### src/rtl/in_service_ctrl.sv
// In-service register for a rotating-priority interrupt controller.
// Tracks acknowledged levels, resolves the highest eligible one, and handles EOI, AEOI and rotation.
module in_service_ctrl #(
   parameter int NUM_LEVELS = 8,
   parameter int LVL_W      = $clog2(NUM_LEVELS)
) (
   input  logic                  clock,
   input  logic                  reset,
   input  logic                  latch_in_service,
   input  logic [NUM_LEVELS-1:0] interrupt,
   input  logic                  eoi_nonspecific,
   input  logic                  eoi_specific,
   input  logic [LVL_W-1:0]      eoi_level,
   input  logic                  rotate_on_eoi,
   input  logic                  auto_eoi,
   input  logic                  auto_rotate,
   input  logic                  set_priority,
   input  logic [LVL_W-1:0]      priority_level,
   input  logic                  special_mask_mode,
   input  logic [NUM_LEVELS-1:0] interrupt_mask,
   output logic [NUM_LEVELS-1:0] in_service_register,
   output logic [NUM_LEVELS-1:0] highest_level_in_service,
   output logic [LVL_W-1:0]      isr_level,
   output logic                  isr_valid,
   output logic [LVL_W-1:0]      priority_rotate,
   output logic                  eoi_error
);

   typedef enum logic {IDLE, AEOI_CLR} state_t;

   state_t                  state_q, state_d;
   logic [NUM_LEVELS-1:0]   isr_q, isr_d;
   logic [LVL_W-1:0]        prio_q, prio_d;
   logic [LVL_W-1:0]        aeoi_lvl_q, aeoi_lvl_d;
   logic                    eoi_error_q, eoi_error_d;

   logic [NUM_LEVELS-1:0]   eligible;
   logic [NUM_LEVELS-1:0]   highest;
   logic [NUM_LEVELS-1:0]   latch_bit;
   logic [LVL_W-1:0]        latch_lvl;
   logic [NUM_LEVELS-1:0]   clear_vec;
   logic                    eoi_done;
   logic [LVL_W-1:0]        eoi_lvl;

   // Scan from lowest to highest priority so the highest-priority set bit is the last one kept.
   function automatic logic [NUM_LEVELS-1:0] pick_highest(
      input logic [NUM_LEVELS-1:0] vec,
      input logic [LVL_W-1:0]      lowest
   );
      logic [NUM_LEVELS-1:0] res;
      logic [LVL_W-1:0]      idx;
      res = '0;
      for (int k = NUM_LEVELS - 1; k >= 0; k--) begin
         idx = lowest + LVL_W'(k + 1);
         if (vec[idx]) begin
            res      = '0;
            res[idx] = 1'b1;
         end
      end
      return res;
   endfunction

   function automatic logic [LVL_W-1:0] onehot_idx(input logic [NUM_LEVELS-1:0] vec);
      logic [LVL_W-1:0] idx;
      idx = '0;
      for (int i = 0; i < NUM_LEVELS; i++) begin
         if (vec[i]) idx = idx | LVL_W'(i);
      end
      return idx;
   endfunction

   assign eligible = special_mask_mode ? (isr_q & ~interrupt_mask) : isr_q;
   assign highest  = pick_highest(eligible, prio_q);

   assign highest_level_in_service = highest;
   assign isr_level                = onehot_idx(highest);
   assign isr_valid                = |highest;
   assign in_service_register      = isr_q;
   assign priority_rotate          = prio_q;
   assign eoi_error                = eoi_error_q;

   always_comb begin
      state_d     = IDLE;
      aeoi_lvl_d  = aeoi_lvl_q;
      clear_vec   = '0;
      eoi_done    = 1'b0;
      eoi_lvl     = '0;
      latch_bit   = latch_in_service ? pick_highest(interrupt, prio_q) : '0;
      latch_lvl   = onehot_idx(latch_bit);
      eoi_error_d = eoi_nonspecific & ~eoi_specific & ~isr_valid;

      if (eoi_specific) begin
         clear_vec[eoi_level] = 1'b1;
         eoi_done             = 1'b1;
         eoi_lvl              = eoi_level;
      end else if (eoi_nonspecific && isr_valid) begin
         clear_vec = highest;
         eoi_done  = 1'b1;
         eoi_lvl   = isr_level;
      end

      if (state_q == AEOI_CLR) clear_vec[aeoi_lvl_q] = 1'b1;

      // Clears act on the pre-edge ISR; new latches are ORed in afterwards.
      isr_d = (isr_q & ~clear_vec) | latch_bit;

      if (set_priority)                         prio_d = priority_level;
      else if (rotate_on_eoi && eoi_done)       prio_d = eoi_lvl;
      else if (state_q == AEOI_CLR && auto_rotate) prio_d = aeoi_lvl_q;
      else                                      prio_d = prio_q;

      if (auto_eoi && (|latch_bit)) begin
         state_d    = AEOI_CLR;
         aeoi_lvl_d = latch_lvl;
      end
   end

   always_ff @(posedge clock) begin
      if (reset) begin
         state_q     <= IDLE;
         isr_q       <= '0;
         prio_q      <= LVL_W'(NUM_LEVELS - 1);
         aeoi_lvl_q  <= '0;
         eoi_error_q <= 1'b0;
      end else begin
         state_q     <= state_d;
         isr_q       <= isr_d;
         prio_q      <= prio_d;
         aeoi_lvl_q  <= aeoi_lvl_d;
         eoi_error_q <= eoi_error_d;
      end
   end

endmodule

### config.mk
export PLATFORM = sky130hd
export DESIGN_NAME = in_service_ctrl
export DESIGN_NICKNAME = d
export VERILOG_FILES = /design/src/rtl/in_service_ctrl.sv
export SDC_FILE = /design/constraint.sdc
export NUM_CORES = 1
export LEC_CHECK = 0
export ABC_AREA = 0
export BUFFER_PORTS_ARGS = -buffer_cell sky130_fd_sc_hd__buf_2
export CAP_MARGIN = 20
export CORE_ASPECT_RATIO = 1.25
export CORE_MARGIN = 2
export CORE_UTILIZATION = 40
export CTS_CLUSTER_DIAMETER = 40
export DETAILED_ROUTE_END_ITERATION = 7
export PLACE_DENSITY = 0.63
export SYNTH_ARGS = -nofsm -noshare
export SYNTH_HDL_FRONTEND = slang
export SYNTH_SLANG_ARGS = --single-unit
### constraint.sdc
create_clock -name clock -period 5.1 [get_ports clock]
set_input_delay 1.02 -clock clock [delete_from_list [all_inputs] [get_ports clock]]
set_output_delay 1.02 -clock clock [all_outputs]
set_load 0.05 [all_outputs]
==> flow_metrics.py <==
metrics = {
    "run_status": {
        "outcome": "complete, but fails checks",
        "violations": "design-rule violations",
    },
    "place": {
        "placedCellCount": 590,
        "port_buffers": 55,
        "pre_cts_slack_ns": 0.0188,
        "placedInstanceArea_mm2": 0.00383,
        "gp_congestion": 1.05,
        "hpwl_mm": 10.9,
    },
    "grt": {
        "grt_max_degree": 31,
        "antenna_found_initial": 0,
        "overflow": 0,
        "grt_pass1_wl_mm": 22.6,
        "grt_usage_pct": 31.4,
        "first_global_vias": 4125,
    },
    "worst_setup_path": {
        "cp_cell_sequence": "buf_2 -> a21boi_1 -> mux2i_1 -> mux4_2 -> buf_4 -> a221oi_2 -> buf_4 -> o31ai_4 -> or2_1 -> or4b_4 -> buf_2",
        "worstReg2RegEnd": "aeoi_lvl_q[2]$_SDFFE_PP0P_",
        "crit_start": "special_mask_mode",
        "max_stage_delay_ns": 0.55,
        "r2r_start": "priority_rotate[0]$_SDFFE_PP1P_",
        "crit_path_end_kind": "primary output",
        "crit_end": "isr_valid",
        "worst-endpoint-required_ns": 4.08,
        "crit_path_start_kind": "input pin",
        "critical_path_class": "in -> out",
        "worst_r2r_path_depth": 14,
        "rrSetupSlack_ns": 0.65,
        "crit_fanout": 8,
        "cp_slowest_cell": "mux4_2",
        "critical_path_arrival_ns": 3.98,
    },
    "sta": {
        "setup_viol_count_final": 0,
        "final-hold-violation-count": 0,
        "maxSlewViolCount": 0,
        "fin_crit_sh_pct": 98.0,
        "rsz0062_at_grt": "true",
        "worst_slack_ns": 0.102,
        "max_freq_mhz": 200,
        "worst_clock_skew_ns": 0.00435,
        "worstMarginPinSlew_ns": 0.909,
        "period_needed_ns": 5.00,
        "slew_headroom_pct": 38.9,
    },
    "finish": {
        "mostFrequentLayoutCells": "56 x nand2_1, 55 x buf_2, 48 x nor2_1",
        "n_antenna_cell": 0,
        "finalNonFillerCells": 594,
        "seqCellArea_um2": 322,
        "fillers": 829,
        "fin_area_mm2": 0.00389,
        "mostFrequentLayoutCell": "nand2_1",
        "syn_to_final_growth_pct": 16.6,
        "multi_input_area_mm2": 0.00286,
        "nets": 536,
        "layout-drive-gt1-share_pct": 26.4,
    },
    "cts": {
        "clk_pin_slew_ns": 0.07,
        "cts_buffer_depth": 2,
        "cts-root-buf": "clkbuf_8",
        "cts_tree": "built",
        "clk_latency_ns": 0.26,
        "cts_hold_buf": 0,
        "cts_buffers": 3,
        "htreeDepth": 1,
        "clock_sinks": 16,
    },
    "floorplanning": {
        "dieArea_mm2": 0.00910,
        "ios": 56,
        "core_mm2": 0.00819,
        "initial_core_util_pct": 40.8,
        "die_width_um": 85.7,
        "die_y_um": 106,
        "rows": 37,
    },
    "route": {
        "via_count": 4244,
        "postRouteAntennaNets": 0,
        "viasPerCell": 7.14,
        "drc": 1,
        "drtPass1Iterations": 8,
        "drt_iter0_drc": 411,
        "routed_wl_mm": 14.3,
        "avgRoutedWirePerCell_um": 24.1,
    },
    "synthesis": {
        "synth_top_area_share_pct": 11.5,
        "synthesis.area_mm2": 0.00334,
        "ys_ff_latch": 16,
        "synth_flop_cell": "dfxtp_1",
        "synth-edff-count": 0,
        "synth_area_leaders": "mux4_2 11%, dfxtp_1 9.6%, nand2_1 6.3%",
        "syn_avg_cell_area_um2": 7.56,
        "yosysWarnings": 0,
        "async_reset_ff_share_pct": 0,
        "ys_types": 71,
        "synth_nets": 480,
        "postSynthCellCount": 442,
        "synth_seq_area_share_pct": 9.59,
        "yosysTopAreaCell": "mux4_2",
    },
    "run": {
        "max_cap_violations": 0,
    },
    "hold_path": {
        "hold_class": "reg -> reg",
    },
}
[worst max-delay path: cells and delay by family]
| family | cells | cell delay (ns) |
|---|---|---|
| simple gates | 2 | 0.77 |
| mux | 2 | 0.76 |
| buf+inv | 4 | 0.74 |
| compound gates | 3 | 0.68 |
[flip-flops by register name, indices dropped and copies added (netlist names)]
register	flops
state_q	1
eoi_error	1
priority_rotate	3
aeoi_lvl_q	3
in_service_register	8
[metal layers]
metal  global-route usage (%)  routed length [um]  vias up
met5                        0                   0        -
met4                     18.7                 907        0
met3                     3.34                1390       78
met2                     53.0                6830      345
met1                     38.0                5160     1960
li1                         -                   -     1861
[stage by stage]
step / hold slack, ns / util [%] / TNS [ns]
6_report: 0.535 / 47.5 / 0
5_1_grt: 0.552 / 47.5 / -0.00570
4_1_cts: 0.539 / 47.4 / 0
3_5_place_dp: 0.524 / 46.7 / 0
3_3_place_gp: 0.525 / 46.7 / 0
2_1_floorplan: 0.494 / - / 0
[synth_stat cells (4+ instances only)]
cell type / instances
clkbuf_1: 19
o2111ai_1: 5
nand3_1: 15
a22oi_1: 4
dfxtp_1: 16
o22ai_1: 4
nor3_1: 12
o21ai_0: 14
inv_1: 12
mux4_2: 17
a31oi_1: 8
a311oi_1: 4
nand4_1: 6
and3_1: 4
a2111oi_0: 5
mux2i_1: 15
nor2_1: 48
nand2b_1: 6
mux2_2: 10
a211oi_1: 6
a21oi_1: 33
and2_1: 7
o32ai_1: 4
a221oi_1: 11
nor2b_1: 9
o221ai_1: 6
nand2_1: 56
a21o_1: 4
buf_2: 7
ha_1: 6
a21boi_1: 8
o31ai_1: 5
o211ai_1: 4
[worst min-delay path by stage]
stage	slack [ns]	startpoint	cells past startpoint	to
global placement	0.53	in_service_register[6]$_SDFF_PP0_	2	in_service_register[6]$_SDFF_PP0_
finish	0.54	in_service_register[4]$_SDFF_PP0_	2	in_service_register[4]$_SDFF_PP0_
floorplan	0.49	aeoi_lvl_q[2]$_SDFFE_PP0P_	2	aeoi_lvl_q[2]$_SDFFE_PP0P_
global route	0.55	in_service_register[6]$_SDFF_PP0_	2	in_service_register[6]$_SDFF_PP0_
detailed placement	0.52	in_service_register[3]$_SDFF_PP0_	2	in_service_register[3]$_SDFF_PP0_
CTS	0.54	in_service_register[3]$_SDFF_PP0_	2	in_service_register[3]$_SDFF_PP0_
[final cells by class]
type	instances	area share [%]
inverters	12	1.16
flip-flops and latches	16	8.26
clock buffers	4	1.41
multi-input cells	382	73.6
well taps	97	3.12
repair buffers	83	12.5
[timing repair]
action	in CTS	in global routing
setup buffers	0	0
gates resized for setup	0	2
endpoints found under the hold margin	0	0
setup endpoints to repair	0	2
[cells by family after synthesis]
kind of cell	Yosys count	share of synthesized area (%)
buffers and inverters	44	5.99
adders and majority gates	6	2.25
DFF	16	9.59
AOI/OAI and AO/OA	151	33.6
and+or+nand+nor	176	25.3
muxes	45	21.7
xor gates and xnor gates	4	1.61
Power is left out: the tool's default activity adds up to more than one toggle a clock period on the data nets, which glitch-free logic cannot reach.
